--- src/rtl/display_scanner.sv ---
// Probe-channel BCD converter with a multiplexed, active-low 4-digit
// seven-segment scanner.
module display_scanner #(
  parameter int NUM_CH      = 12,
  parameter int REFRESH_DIV = 100000,
  parameter int LZ_BLANK    = 1
) (
  input  logic                      clk,
  input  logic                      rst_n,
  input  logic [$clog2(NUM_CH)-1:0] ssd_sel,
  input  logic [NUM_CH*32-1:0]      ch_data,
  input  logic                      freeze,
  output logic [3:0]                anode,
  output logic [6:0]                seg,
  output logic [15:0]               digits_bcd,
  output logic                      conv_done
);

  localparam int SW = $clog2(NUM_CH);
  localparam int RW = $clog2(REFRESH_DIV);

  typedef enum logic [1:0] {
    IDLE,
    SHIFT,
    DONE
  } state_e;

  state_e        state_q, state_d;
  logic [12:0]   sh_q, sh_d;
  logic [15:0]   acc_q, acc_d;
  logic [3:0]    bit_q, bit_d;
  logic [15:0]   dig_q, dig_d;
  logic          done_q, done_d;
  logic [RW-1:0] rc_q, rc_d;
  logic [1:0]    idx_q, idx_d;
  logic [3:0]    an_q, an_d;
  logic [6:0]    seg_q, seg_d;

  logic [12:0]   val;
  logic [15:0]   adj;
  logic [3:0]    nib;
  logic          blank;
  logic          unused_bits;

  function automatic logic [6:0] enc(input logic [3:0] n);
    logic [6:0] s;
    case (n)
      4'd0:    s = 7'h40;
      4'd1:    s = 7'h79;
      4'd2:    s = 7'h24;
      4'd3:    s = 7'h30;
      4'd4:    s = 7'h19;
      4'd5:    s = 7'h12;
      4'd6:    s = 7'h02;
      4'd7:    s = 7'h78;
      4'd8:    s = 7'h00;
      4'd9:    s = 7'h10;
      default: s = 7'h7F;
    endcase
    return s;
  endfunction

  // Out-of-range selects fall through to zero.
  always_comb begin
    val = '0;
    for (int k = 0; k < NUM_CH; k++) begin
      if (ssd_sel == SW'(k)) begin
        val = ch_data[32*k +: 13];
      end
    end
  end

  always_comb begin
    adj = acc_q;
    for (int n = 0; n < 4; n++) begin
      if (acc_q[4*n +: 4] >= 4'd5) begin
        adj[4*n +: 4] = acc_q[4*n +: 4] + 4'd3;
      end
    end
  end

  always_comb begin
    state_d = state_q;
    sh_d    = sh_q;
    acc_d   = acc_q;
    bit_d   = bit_q;
    dig_d   = dig_q;
    done_d  = 1'b0;
    unique case (state_q)
      IDLE: begin
        sh_d    = val;
        acc_d   = '0;
        bit_d   = '0;
        state_d = SHIFT;
      end
      SHIFT: begin
        acc_d = {adj[14:0], sh_q[12]};
        sh_d  = {sh_q[11:0], 1'b0};
        bit_d = bit_q + 4'd1;
        if (bit_q == 4'd12) begin
          state_d = DONE;
        end
      end
      DONE: begin
        if (!freeze) begin
          dig_d  = acc_q;
          done_d = 1'b1;
        end
        state_d = IDLE;
      end
      default: state_d = IDLE;
    endcase
  end

  // Segments follow next-state digits so they always match digits_bcd.
  always_comb begin
    rc_d  = rc_q + RW'(1);
    idx_d = idx_q;
    if (rc_q == RW'(REFRESH_DIV - 1)) begin
      rc_d  = '0;
      idx_d = idx_q + 2'd1;
    end
    an_d  = ~(4'b0001 << idx_d);
    nib   = dig_d[{idx_d, 2'b00} +: 4];
    blank = (LZ_BLANK != 0) && (idx_d != 2'd0) &&
            ((dig_d >> {idx_d, 2'b00}) == 16'h0);
    seg_d = blank ? 7'h7F : enc(nib);
  end

  always_ff @(posedge clk or negedge rst_n) begin
    if (!rst_n) begin
      state_q <= IDLE;
      sh_q    <= '0;
      acc_q   <= '0;
      bit_q   <= '0;
      dig_q   <= '0;
      done_q  <= 1'b0;
      rc_q    <= '0;
      idx_q   <= '0;
      an_q    <= 4'b1110;
      seg_q   <= 7'h40;
    end else begin
      state_q <= state_d;
      sh_q    <= sh_d;
      acc_q   <= acc_d;
      bit_q   <= bit_d;
      dig_q   <= dig_d;
      done_q  <= done_d;
      rc_q    <= rc_d;
      idx_q   <= idx_d;
      an_q    <= an_d;
      seg_q   <= seg_d;
    end
  end

  assign unused_bits = ^{ch_data, adj[15]};

  assign anode      = an_q;
  assign seg        = seg_q;
  assign digits_bcd = dig_q;
  assign conv_done  = done_q;

endmodule

--- config.mk ---
export PLATFORM = sky130hd
export DESIGN_NAME = display_scanner
export DESIGN_NICKNAME = d
export VERILOG_FILES = /design/src/rtl/display_scanner.sv
export SDC_FILE = /design/constraint.sdc
export NUM_CORES = 1
export LEC_CHECK = 0
export CORE_AREA = 5 5 159 161
export DETAILED_ROUTE_END_ITERATION = 10
export DIE_AREA = 0 0 164 166
export DONT_BUFFER_PORTS = 1
export HOLD_SLACK_MARGIN = 0.1
export PLACE_DENSITY_LB_ADDON = 0.3
export SYNTH_ARGS = -nofsm -noshare
export SYNTH_HDL_FRONTEND = slang
export SYNTH_SLANG_ARGS = --single-unit
export TNS_END_PERCENT = 100
--- constraint.sdc ---
create_clock -name clk -period 4.7 [get_ports clk]
set_input_delay 0.94 -clock clk [delete_from_list [all_inputs] [get_ports clk]]
set_output_delay 0.94 -clock clk [all_outputs]
set_load 0.02 [all_outputs]
==> results of run 1 <==
[layer usage]
metal / global-route usage / vias up
li1: - / 2262
met1: 0.183 / 2225
met2: 0.219 / 253
met3: 0.0650 / 18
met4: 0.0357 / 2
met5: 0 / -
[Yosys cell counts, types with 4 or more instances]
cell      number
inv_1         21
xor2_1        12
a21o_1         5
a221oi_1       9
ha_1          16
dfstp_2        4
nand3b_1       4
nand2_1       36
o31ai_1        6
a311oi_1       5
mux4_2        16
a22oi_1       11
buf_1          4
a31oi_1       12
o21bai_1      10
nand2b_1      12
o21ai_0       35
o31a_1         4
nor2b_1        4
nor3_1        12
a211oi_1       5
nand3_1       14
buf_6          4
a21oi_1       36
mux2_2        16
mux2i_1       30
a22o_1         7
nor3b_1        4
and3_1         7
dfrtp_1       78
o21ai_1       25
clkbuf_1      26
nor2_1        71
buf_2          7
xnor2_1       10
[through the flow]
stage | cells | cell area [um^2]
after floorplan | 622 | 5730
after global placement | 912 | 6010
after detailed placement | 912 | 6010
after CTS | 928 | 6300
after global routing | 932 | 6310
final | 935 | 6320
[registers in the layout, indices dropped and copies added, names as in the netlist]
signal / cells
idx_q: 2
state_q: 2
acc_q: 16
digits_bcd: 16
conv_done: 1
seg: 7
sh_q: 13
anode: 4
rc_q: 17
bit_q: 4
[cell type report]
cell class	instances	area [um^2]	share of cell area
well taps	324	405	0.0641
clock inverters	6	48.8	0.00772
multi-input cells	476	3410	0.539
repair buffers	8	60.1	0.00950
clock buffers	10	239	0.0378
flip-flops and latches	82	2060	0.326
diodes	7	17.5	0.00277
inverters	22	82.6	0.0131
[report_power, final]
group | switching, mW | leakage (nW) | internal, mW
clock network | 0.309 | 0.143 | 0.378
logic | 0.184 | 1.34 | 0.186
registers | 0.144 | 1.06 | 0.791
total | 0.637 | 2.54 | 1.35
[worst paths after layout]
kind                            slack (ns)  cells after the start              start                  to
worst max-delay path                  1.30                     10  rc_q[0]$_DFF_PN0_    seg[6]$_DFF_PN1_
worst min-delay path                  0.28                      0              rst_n  idx_q[0]$_DFF_PN0_
max in group asynchronous             4.24                      0              rst_n    seg[6]$_DFF_PN1_
min in group clk                      0.49                      1  rc_q[4]$_DFF_PN0_   rc_q[4]$_DFF_PN0_
worst min register to register        0.49                      1  rc_q[4]$_DFF_PN0_   rc_q[4]$_DFF_PN0_
worst max register to register        1.30                     10  rc_q[0]$_DFF_PN0_    seg[6]$_DFF_PN1_
[logic make-up after synthesis]
logic type | synth area share
muxes | 0.154
AOI/OAI and AO/OA | 0.214
adders and majority gates | 0.0349
and+or+nand+nor | 0.155
xor gates and xnor gates | 0.0336
buffers and inverters | 0.0489
DFF | 0.359
==> impl_results.md, run 1 <==
* Vias at about 4,800
* Power Total at 1.99 mW
* #FFs+latches synth at 82
* Reg clk slew, reported paths at 0.07 ns
* Gr ovfl total at 0
* Hold slack final at 0.282 ns
* Commonest non-fill, non-tap cells in the layout: dfrtp_1, nor2_1, nand2_1, a21oi_1, o21ai_0
* Initial antenna violation count at 15
* Mapped Area at between 5000 and 6000 um^2
* Synthesized Nets at 1,029
* Met3 Wirelength at roughly 2.4 mm
* Yosys Warn Count at 0
* 1st-iter DRT viols at 358
* DP HPWL at 15.8 mm
* Post-synth top area cell: dfrtp_1
* TritonRoute pass-1 iters at 5
* # clock sinks at 82
* # Post-CTS Setup Buffers at 0
* Dpl ws at 1.06 ns
* Final WL at 19.9 mm
* Most common cell after layout, fill and taps aside: dfrtp_1
* Final core utilization at 0.265
* Post-Route Skew at 0.0113 ns
* WP data arrival at 3.65 ns
* Rows at between 50 and 60
* Hold Violations, Final at 0
* Crit path largest cell delay at around 0.52 ns
* Critical path, cell by cell: ha_1, and4_1, and4_1, buf_4, mux2i_1, mux4_2, inv_1, ha_1, a41oi_2, a311oi_1
* Worst-Skew Late Latency at 0.35 ns
* Required time of the worst setup path at 4.94 ns
* Antenna-violating nets left at 0
* Clock Tree Buf Depth at 2
* CP startpoint kind: register
* Distinct cells, synth at 65
* Final worst-path setup slack at about 1.3 ns
* Filler cells at 2,589
* Final GP Congestion at 0.865
* Max-Cap Viols at 0
* Slew @ Worst Pin at about 0.64 ns
* Final setup viols at 0
* Cts repair resizes at 0
* Drt drc at 0
* Final min period at 3.40 ns
* Vias in the first global route at 4,736
* Total GRT Usage at 0.143
* Core Area at around 24,000 um^2
* Die area at 27,200 um^2
* Avg Cell Area, Syn at 9.22 um^2
* Synth area leaders: dfrtp_1, mux4_2, mux2i_1
* CTS H-tree lvls at 3
* Slew headroom at 0.573
* Setup TNS at 0 ns
* Layout cells sized above 1 at 0.114
* Area Growth Syn to Fin at 10.2%
* Fmax at between 200 and 300 MHz
* Fin nets at around 1,000
* Port buffer count at 0
* Global-route wire length before repair at 29.6 mm
* Top_reg_cell synth: dfrtp_1
* Hold Path Class: input port to asynchronous set/reset pin
* CTS tree: done
* WS Path Type: register to register
* Sequential-to-total area share from yosys stat at 0.359
* Unrepaired setup endpoints after global routing: no
* Hold Buf Count CTS at 0
* Chip Width at 164 um
* CP bufs+invs at 2
* CP top delay family: simple AND/OR/NAND/NOR gates
* DR top layer: met5
* Crit. End Element: register
* Via/cell ratio at slightly above 5
* Outcome: finished clean
* Met2 wire length at 8.81 mm
* Crit path max-delay cell type: mux4_2
* DIE HEIGHT at about 170 um
* Largest net degree at the start of global routing at 83
* Initial Util at 0.241
* Ys async rst share at 1.00
* Worst IR Drop VDD at 0.198 mV
* Leak pwr at 2.54 nW
* Top-area cell type share of the netlist area at 0.340
* CP max FO at 28
* Post-synth EDFFs at 0
* Cells after synthesis at approximately 620
* WL per Instance at 21.3 um
* CTS root buf: clkbuf_16
* CTS buffer count at 9
* Top-level I/O count at roughly 420
* Post-route clock period utilization at 0.724
* Pins Over Slew Limit at 0
* Met1 WL at between 8 and 9 mm
* Pwr/cell area at 315 nW/um^2
(Power assumes the default switching activity.)
==> run 2: changes to the inputs <==
- clock period: 4.7 -> 3.14 ns (I/O delays scaled with it)
==> impl_results.md, run 2 (synthesis gave the netlist of run 1 again) <==
* WL per Instance at 21.4 um (was 21.3 um)
* Fin nets at 1,015 (was 1,006)
* Final min period at 2.98 ns (was 3.40 ns)
* Worst setup path startpoint: rc_q[1]$_DFF_PN0_ (was rc_q[0]$_DFF_PN0_)
* DIE HEIGHT at 166 um (unchanged)
* Max-Cap Viols at 0 (unchanged)
* Worst-Skew Late Latency at 0.35 ns (about the same)
* Hold Path Class: input port to asynchronous set/reset pin (unchanged)
* Setup TNS at 0 ns (unchanged)
* Layout cells sized above 1 at 0.126 (was 0.114)
* Hold Violations, Final at 0 (unchanged)
* Core Area at 23,800 um^2 (unchanged)
* CTS H-tree lvls at 3 (unchanged)
* Met2 Track Usage GR at 0.213 (was 0.219)
* Met1 usage at 0.190 (was 0.183)
* Crit path max-delay cell type: mux4_2 (unchanged)
* Initial antenna violation count at 20 (was 15)
* CP startpoint kind: register (unchanged)
* Slew headroom at 0.555 (was 0.573)
* # Post-CTS Setup Buffers at 0 (unchanged)
* Port buffer count at 0 (unchanged)
* Crit path largest cell delay at 0.59 ns (was 0.52 ns)
* Worst IR Drop VDD at 0.274 mV (was 0.198 mV)
* Outcome: finished clean (unchanged)
* Final setup viols at 0 (unchanged)
* Sequential Area at 2060 um^2 (unchanged)
* Reg clk slew, reported paths at 0.07 ns (about the same)
* Clock Tree Buf Depth at 2 (unchanged)
* Drt drc at 0 (unchanged)
* CTS buffer count at 9 (unchanged)
* Final GP Congestion at 0.866 (was 0.865)
* Top-level I/O count at 419 (unchanged)
* Final core utilization at 0.272 (was 0.265)
* DP HPWL at 15.9 mm (was 15.8 mm)
* Leak pwr at 2.60 nW (was 2.54 nW)
* CP bufs+invs at 1 (was 2)
* Rows at 57 (unchanged)
* 1st-iter DRT viols at 272 (was 358)
* # clock sinks at 82 (unchanged)
* Unrepaired setup endpoints after global routing: no (unchanged)
* TritonRoute pass-1 iters at 7 (was 5)
* Slew @ Worst Pin at 0.668 ns (was 0.641 ns)
* CTS tree: done (unchanged)
* Reg-to-reg critical path startpoint: rc_q[1]$_DFF_PN0_ (was rc_q[0]$_DFF_PN0_)
* Initial Util at 0.241 (unchanged)
* Commonest non-fill, non-tap cells in the layout: dfrtp_1, nor2_1, nand2_1, a21oi_1, o21ai_0 (unchanged)
* WS Path Type: register to register (unchanged)
* Largest net degree at the start of global routing at 79 (was 83)
* Post-route clock period utilization at 0.948 (was 0.724)
* GRT Max-Usage Layer: met2 (unchanged)
* Most common cell after layout, fill and taps aside: dfrtp_1 (unchanged)
* CP top delay family: multiplexers (was simple AND/OR/NAND/NOR gates)
* Final WL at 20.2 mm (was 19.9 mm)
* Crit. End Element: register (unchanged)
* Chip Width at 164 um (unchanged)
* Max reg flops at 17 (unchanged)
* Final instance area at 6470 um^2 (was 6320 um^2)
* Filler cells at 2,566 (was 2,589)
* Required time of the worst setup path at 3.38 ns (was 4.94 ns)
* Vias at 4,846 (was 4,760)
* Multi-input gate area at 3420 um^2 (was 3410 um^2)
* Biggest register: rc_q (unchanged)
* Gr ovfl total at 0 (unchanged)
* Area Growth Syn to Fin at 12.9% (was 10.2%)
* Via/cell ratio at 5.12 (was 5.09)
* Total GRT Usage at 0.146 (was 0.143)
* Antenna-violating nets left at 0 (unchanged)
* Global-route wire length before repair at 30.1 mm (was 29.6 mm)
* Critical path, cell by cell: ha_2, and4_2, and4_1, buf_12, mux2_2, mux4_2, and3_1, a311oi_1 (was ha_1, and4_1, and4_1, buf_4, mux2i_1, mux4_2, inv_1, ha_1, a41oi_2, a311oi_1)
* CP max FO at 29 (was 28)
* Setup slack, reg-to-reg at 0.16 ns (was 1.30 ns)
* Post-Route Skew at 0.0118 ns (was 0.0113 ns)
* Die area at 27,200 um^2 (unchanged)
* Vias in the first global route at 4,770 (was 4,736)
* CTS root buf: clkbuf_16 (unchanged)
* WP data arrival at 3.22 ns (was 3.65 ns)
* Pwr/cell area at 475 nW/um^2 (was 315 nW/um^2)
* GR Util met3 at 0.0673 (was 0.0650)
* Fmax at 336 MHz (was 294 MHz)
* Pins Over Slew Limit at 0 (unchanged)
* Placement Cell Area at 6080 um^2 (was 6010 um^2)
==> run 2: cell types whose count changed in the layout (fill, tap and decap cells not counted), moves of 2 or more <==
cell,previous run,this run
diode_2,7,9
dlygate4sd3_1,0,2
buf_4,8,12
buf_12,0,2
==> run 2: layer usage <==
layer,wire [um],up-vias
li1,-,2281
met2,8930,256
met3,2510,31
met1,8370,2274
met4,364,4
met5,22,-
==> run 2: what timing repair did <==
| item | 4_1_cts | 5_1_grt |
|---|---|---|
| gates resized for setup | 0 | 3 |
| endpoints found under the hold margin | 78 | 1 |
| hold buffers | 2 | 1 |
| endpoints found under the setup margin | 0 | 7 |
==> run 2: stage by stage <==
stage	instances	hold slack, ns	power (mW)	setup slack, ns
floorplan	622	0.332	1.87	0.148
global placement	918	0.335	1.98	0.0671
detailed placement	918	0.335	1.98	0.0892
CTS	936	0.102	3.12	0.0964
global route	944	0.193	3.25	0.00463
finish	946	0.158	3.07	0.164
==> run 2: worst register-to-register path: cells and delay by family, from the launching register on <==
| family | cells | cell delay, ns |
|---|---|---|
| compound gates | 1 | 0.25 |
| fa+ha+maj | 1 | 0.22 |
| buf+inv | 1 | 0.21 |
| flops | 1 | 0.40 |
| mux | 2 | 0.96 |
| simple gates | 3 | 0.84 |
==> run 2: path summary, 6_finish.rpt <==
path | to | cells past startpoint
max | seg[6]$_DFF_PN1_ | 8
min | digits_bcd[3]$_DFF_PN0_ | 1
max reg2reg | seg[6]$_DFF_PN1_ | 8
min reg2reg | rc_q[14]$_DFF_PN0_ | 1
max in group asynchronous | anode[2]$_DFF_PN1_ | 1
min in group clk | sh_q[4]$_DFFE_PN0P_ | 2
==> run 2: area by class of cell <==
class | instances | area share
Antenna cell | 9 | 0.00348
Clock buffer | 10 | 0.0354
Clock inverter | 6 | 0.0114
Inverter | 22 | 0.0128
Multi-Input combinational cell | 476 | 0.529
Sequential cell | 82 | 0.318
Tap cell | 324 | 0.0626
Timing Repair Buffer | 17 | 0.0275
==> run 2: power breakdown <==
group          switching [mW]  internal, mW
clock network           0.463         0.627
registers               0.214          1.18
logic                   0.297         0.288
==> run 3: changes to the inputs <==
--- a/config.mk
+++ b/config.mk
@@ -12,3 +12,3 @@
 export HOLD_SLACK_MARGIN = 0.1
-export PLACE_DENSITY_LB_ADDON = 0.3
+export PLACE_DENSITY = 0.49
 export SYNTH_ARGS = -nofsm -noshare
==> constraint.sdc (replaced) <==
create_clock -name clk -period 3.14 [get_ports clk]
set_input_delay 0.471 -clock clk [delete_from_list [all_inputs] [get_ports clk]]
set_output_delay 0.471 -clock clk [all_outputs]
set_load 0.02 [all_outputs]
==> impl_results.md, run 3 (synthesis gave the netlist of run 1 again) <==
* Met2 Track Usage GR at 0.219 (was 0.213)
* Hold Violations, Final at 0 (unchanged)
* Antenna-violating nets left at 0 (unchanged)
* CTS root buf: clkbuf_16 (unchanged)
* Outcome: finished clean (unchanged)
* Layout cells sized above 1 at 0.117 (was 0.126)
* Pwr/cell area at 478 nW/um^2 (was 475 nW/um^2)
* Post-Route Skew at 0.0111 ns (was 0.0118 ns)
* Fmax at 342 MHz (was 336 MHz)
* # Post-CTS Setup Buffers at 0 (unchanged)
* Via/cell ratio at 5.09 (was 5.12)
* Worst-Skew Late Latency at 0.35 ns (about the same)
* Core Area at 23,800 um^2 (unchanged)
* CP top delay family: multiplexers (unchanged)
* WP data arrival at 3.17 ns (was 3.22 ns)
* Final worst-path setup slack at 0.214 ns (was 0.164 ns)
* Setup TNS at 0 ns (unchanged)
* Global-route wire length before repair at 30.1 mm (about the same)
* Crit path largest cell delay at 0.59 ns (about the same)
* 1st-iter DRT viols at 289 (was 272)
* Min-delay src: ch_data[323]
* Max reg flops at 17 (unchanged)
* Pins Over Slew Limit at 0 (unchanged)
* Port buffer count at 0 (unchanged)
* Total GRT Usage at 0.146 (about the same)
* Hold Path Class: input port to register (was input port to asynchronous set/reset pin)
* Initial antenna violation count at 16 (was 20)
* CTS tree: done (unchanged)
* Biggest register: rc_q (unchanged)
* Fin nets at 1,010 (was 1,015)
* # clock sinks at 82 (unchanged)
* Crit. End Element: register (unchanged)
* Crit path max-delay cell type: mux4_2 (unchanged)
* Final GP Congestion at 0.854 (was 0.866)
* Top-level I/O count at 419 (unchanged)
* Reg clk slew, reported paths at 0.06 ns (was 0.07 ns)
* WS Path Type: register to register (unchanged)
* Slew @ Worst Pin at 0.728 ns (was 0.668 ns)
* Unrepaired setup endpoints after global routing: no (unchanged)
* Slew headroom at 0.515 (was 0.555)
* Final min period at 2.93 ns (was 2.98 ns)
* Final WL at 20.0 mm (was 20.2 mm)
* Most numerous cell on the critical path: and4_1
* Drt drc at 0 (unchanged)
* Critical path, cell by cell: ha_1, and4_1, and4_1, buf_12, mux2_2, mux4_2, and3_1, a311oi_1 (was ha_2, and4_2, and4_1, buf_12, mux2_2, mux4_2, and3_1, a311oi_1)
* Vias at 4,770 (was 4,846)
* Final setup viols at 0 (unchanged)
* CP bufs+invs at 1 (unchanged)
* Hold depth at 2
* CTS H-tree lvls at 3 (unchanged)
* Dpl ws at 0.190 ns (was 0.0892 ns)
* GR Util met3 at 0.0784 (was 0.0673)
* Worst R2R End: seg[6]$_DFF_PN1_ (unchanged)
* Setup slack, reg-to-reg at 0.21 ns (was 0.16 ns)
* CTS buffer count at 9 (unchanged)
* WL per Instance at 21.4 um (about the same)
* TritonRoute pass-1 iters at 5 (was 7)
* Worst IR Drop VDD at 0.245 mV (was 0.274 mV)
* Required time of the worst setup path at 3.38 ns (about the same)
* Chip Width at 164 um (unchanged)
* Max-Cap Viols at 0 (unchanged)
* DP HPWL at 15.9 mm (about the same)
* Initial Util at 0.241 (unchanged)
* CP max FO at 27 (was 29)
* Leak pwr at 2.57 nW (was 2.60 nW)
* Clock Tree Buf Depth at 2 (unchanged)
* CP startpoint kind: register (unchanged)
* Post-route clock period utilization at 0.932 (was 0.948)
* Hold Crit Endpoint: sh_q[3]$_DFFE_PN0P_
* R2R cell count at 8 (unchanged)
* Area Growth Syn to Fin at 12.0% (was 12.9%)
* Commonest non-fill, non-tap cells in the layout: dfrtp_1, nor2_1, nand2_1, a21oi_1, o21ai_0 (unchanged)
* Met1 usage at 0.180 (was 0.190)
* GRT Max-Usage Layer: met2 (unchanged)
* Vias in the first global route at 4,793 (was 4,770)
* Largest net degree at the start of global routing at 83 (was 79)
* Reg-to-reg critical path startpoint: rc_q[0]$_DFF_PN0_ (was rc_q[1]$_DFF_PN0_)
* Most common cell after layout, fill and taps aside: dfrtp_1 (unchanged)
* Power Total at 3.07 mW (about the same)
* Die area at 27,200 um^2 (unchanged)
* DIE HEIGHT at 166 um (unchanged)
* Gr ovfl total at 0 (unchanged)
* Rows at 57 (unchanged)
run 3: cell type report:
type / count / area [um^2]
repair buffers: 12 / 138
clock buffers: 11 / 243
multi-input cells: 476 / 3420
flip-flops and latches: 82 / 2060
well taps: 324 / 405
fillers: 2611 / 17400
clock inverters: 5 / 62.6
inverters: 22 / 82.6
diodes: 5 / 12.5
run 3: timing repair:
action	in CTS	in global routing
gates resized for setup	0	1
endpoints found under the hold margin	82	0
setup endpoints to repair	0	2
hold buffers	2	0
run 3: stage by stage:
| stage | cell area, um^2 | hold slack, ns | instances | util |
|---|---|---|---|---|
| floorplan | 5730 | 0.175 | 622 | - |
| detailed placement | 6050 | 0.178 | 914 | 0.254 |
| finish | 6420 | 0.279 | 937 | 0.270 |
| global route | 6420 | 0.277 | 937 | 0.270 |
| CTS | 6400 | 0.264 | 932 | 0.269 |
| global placement | 6050 | 0.178 | 914 | 0.254 |
run 3: worst max-delay path by stage:
stage	cells past startpoint	endpoint	startpoint
2_1_floorplan	12	seg[6]$_DFF_PN1_	rc_q[0]$_DFF_PN0_
3_5_place_dp	10	seg[6]$_DFF_PN1_	rc_q[0]$_DFF_PN0_
4_1_cts	10	seg[6]$_DFF_PN1_	rc_q[0]$_DFF_PN0_
3_3_place_gp	10	seg[6]$_DFF_PN1_	rc_q[0]$_DFF_PN0_
5_1_grt	10	seg[4]$_DFF_PN0_	rc_q[0]$_DFF_PN0_
6_report	8	seg[6]$_DFF_PN1_	rc_q[0]$_DFF_PN0_
run 3: where the power goes:
part	leakage, nW	total (mW)	switching [mW]	internal [mW]
Clock	0.142	1.09	0.447	0.642
Combinational	1.37	0.582	0.296	0.286
Sequential	1.06	1.40	0.214	1.18
run 3: metal layers:
layer,part of all wire,up-vias
li1,-,2261
met1,0.41,2244
met2,0.44,234
met3,0.13,25
met4,0.020,6
met5,0.0011,-
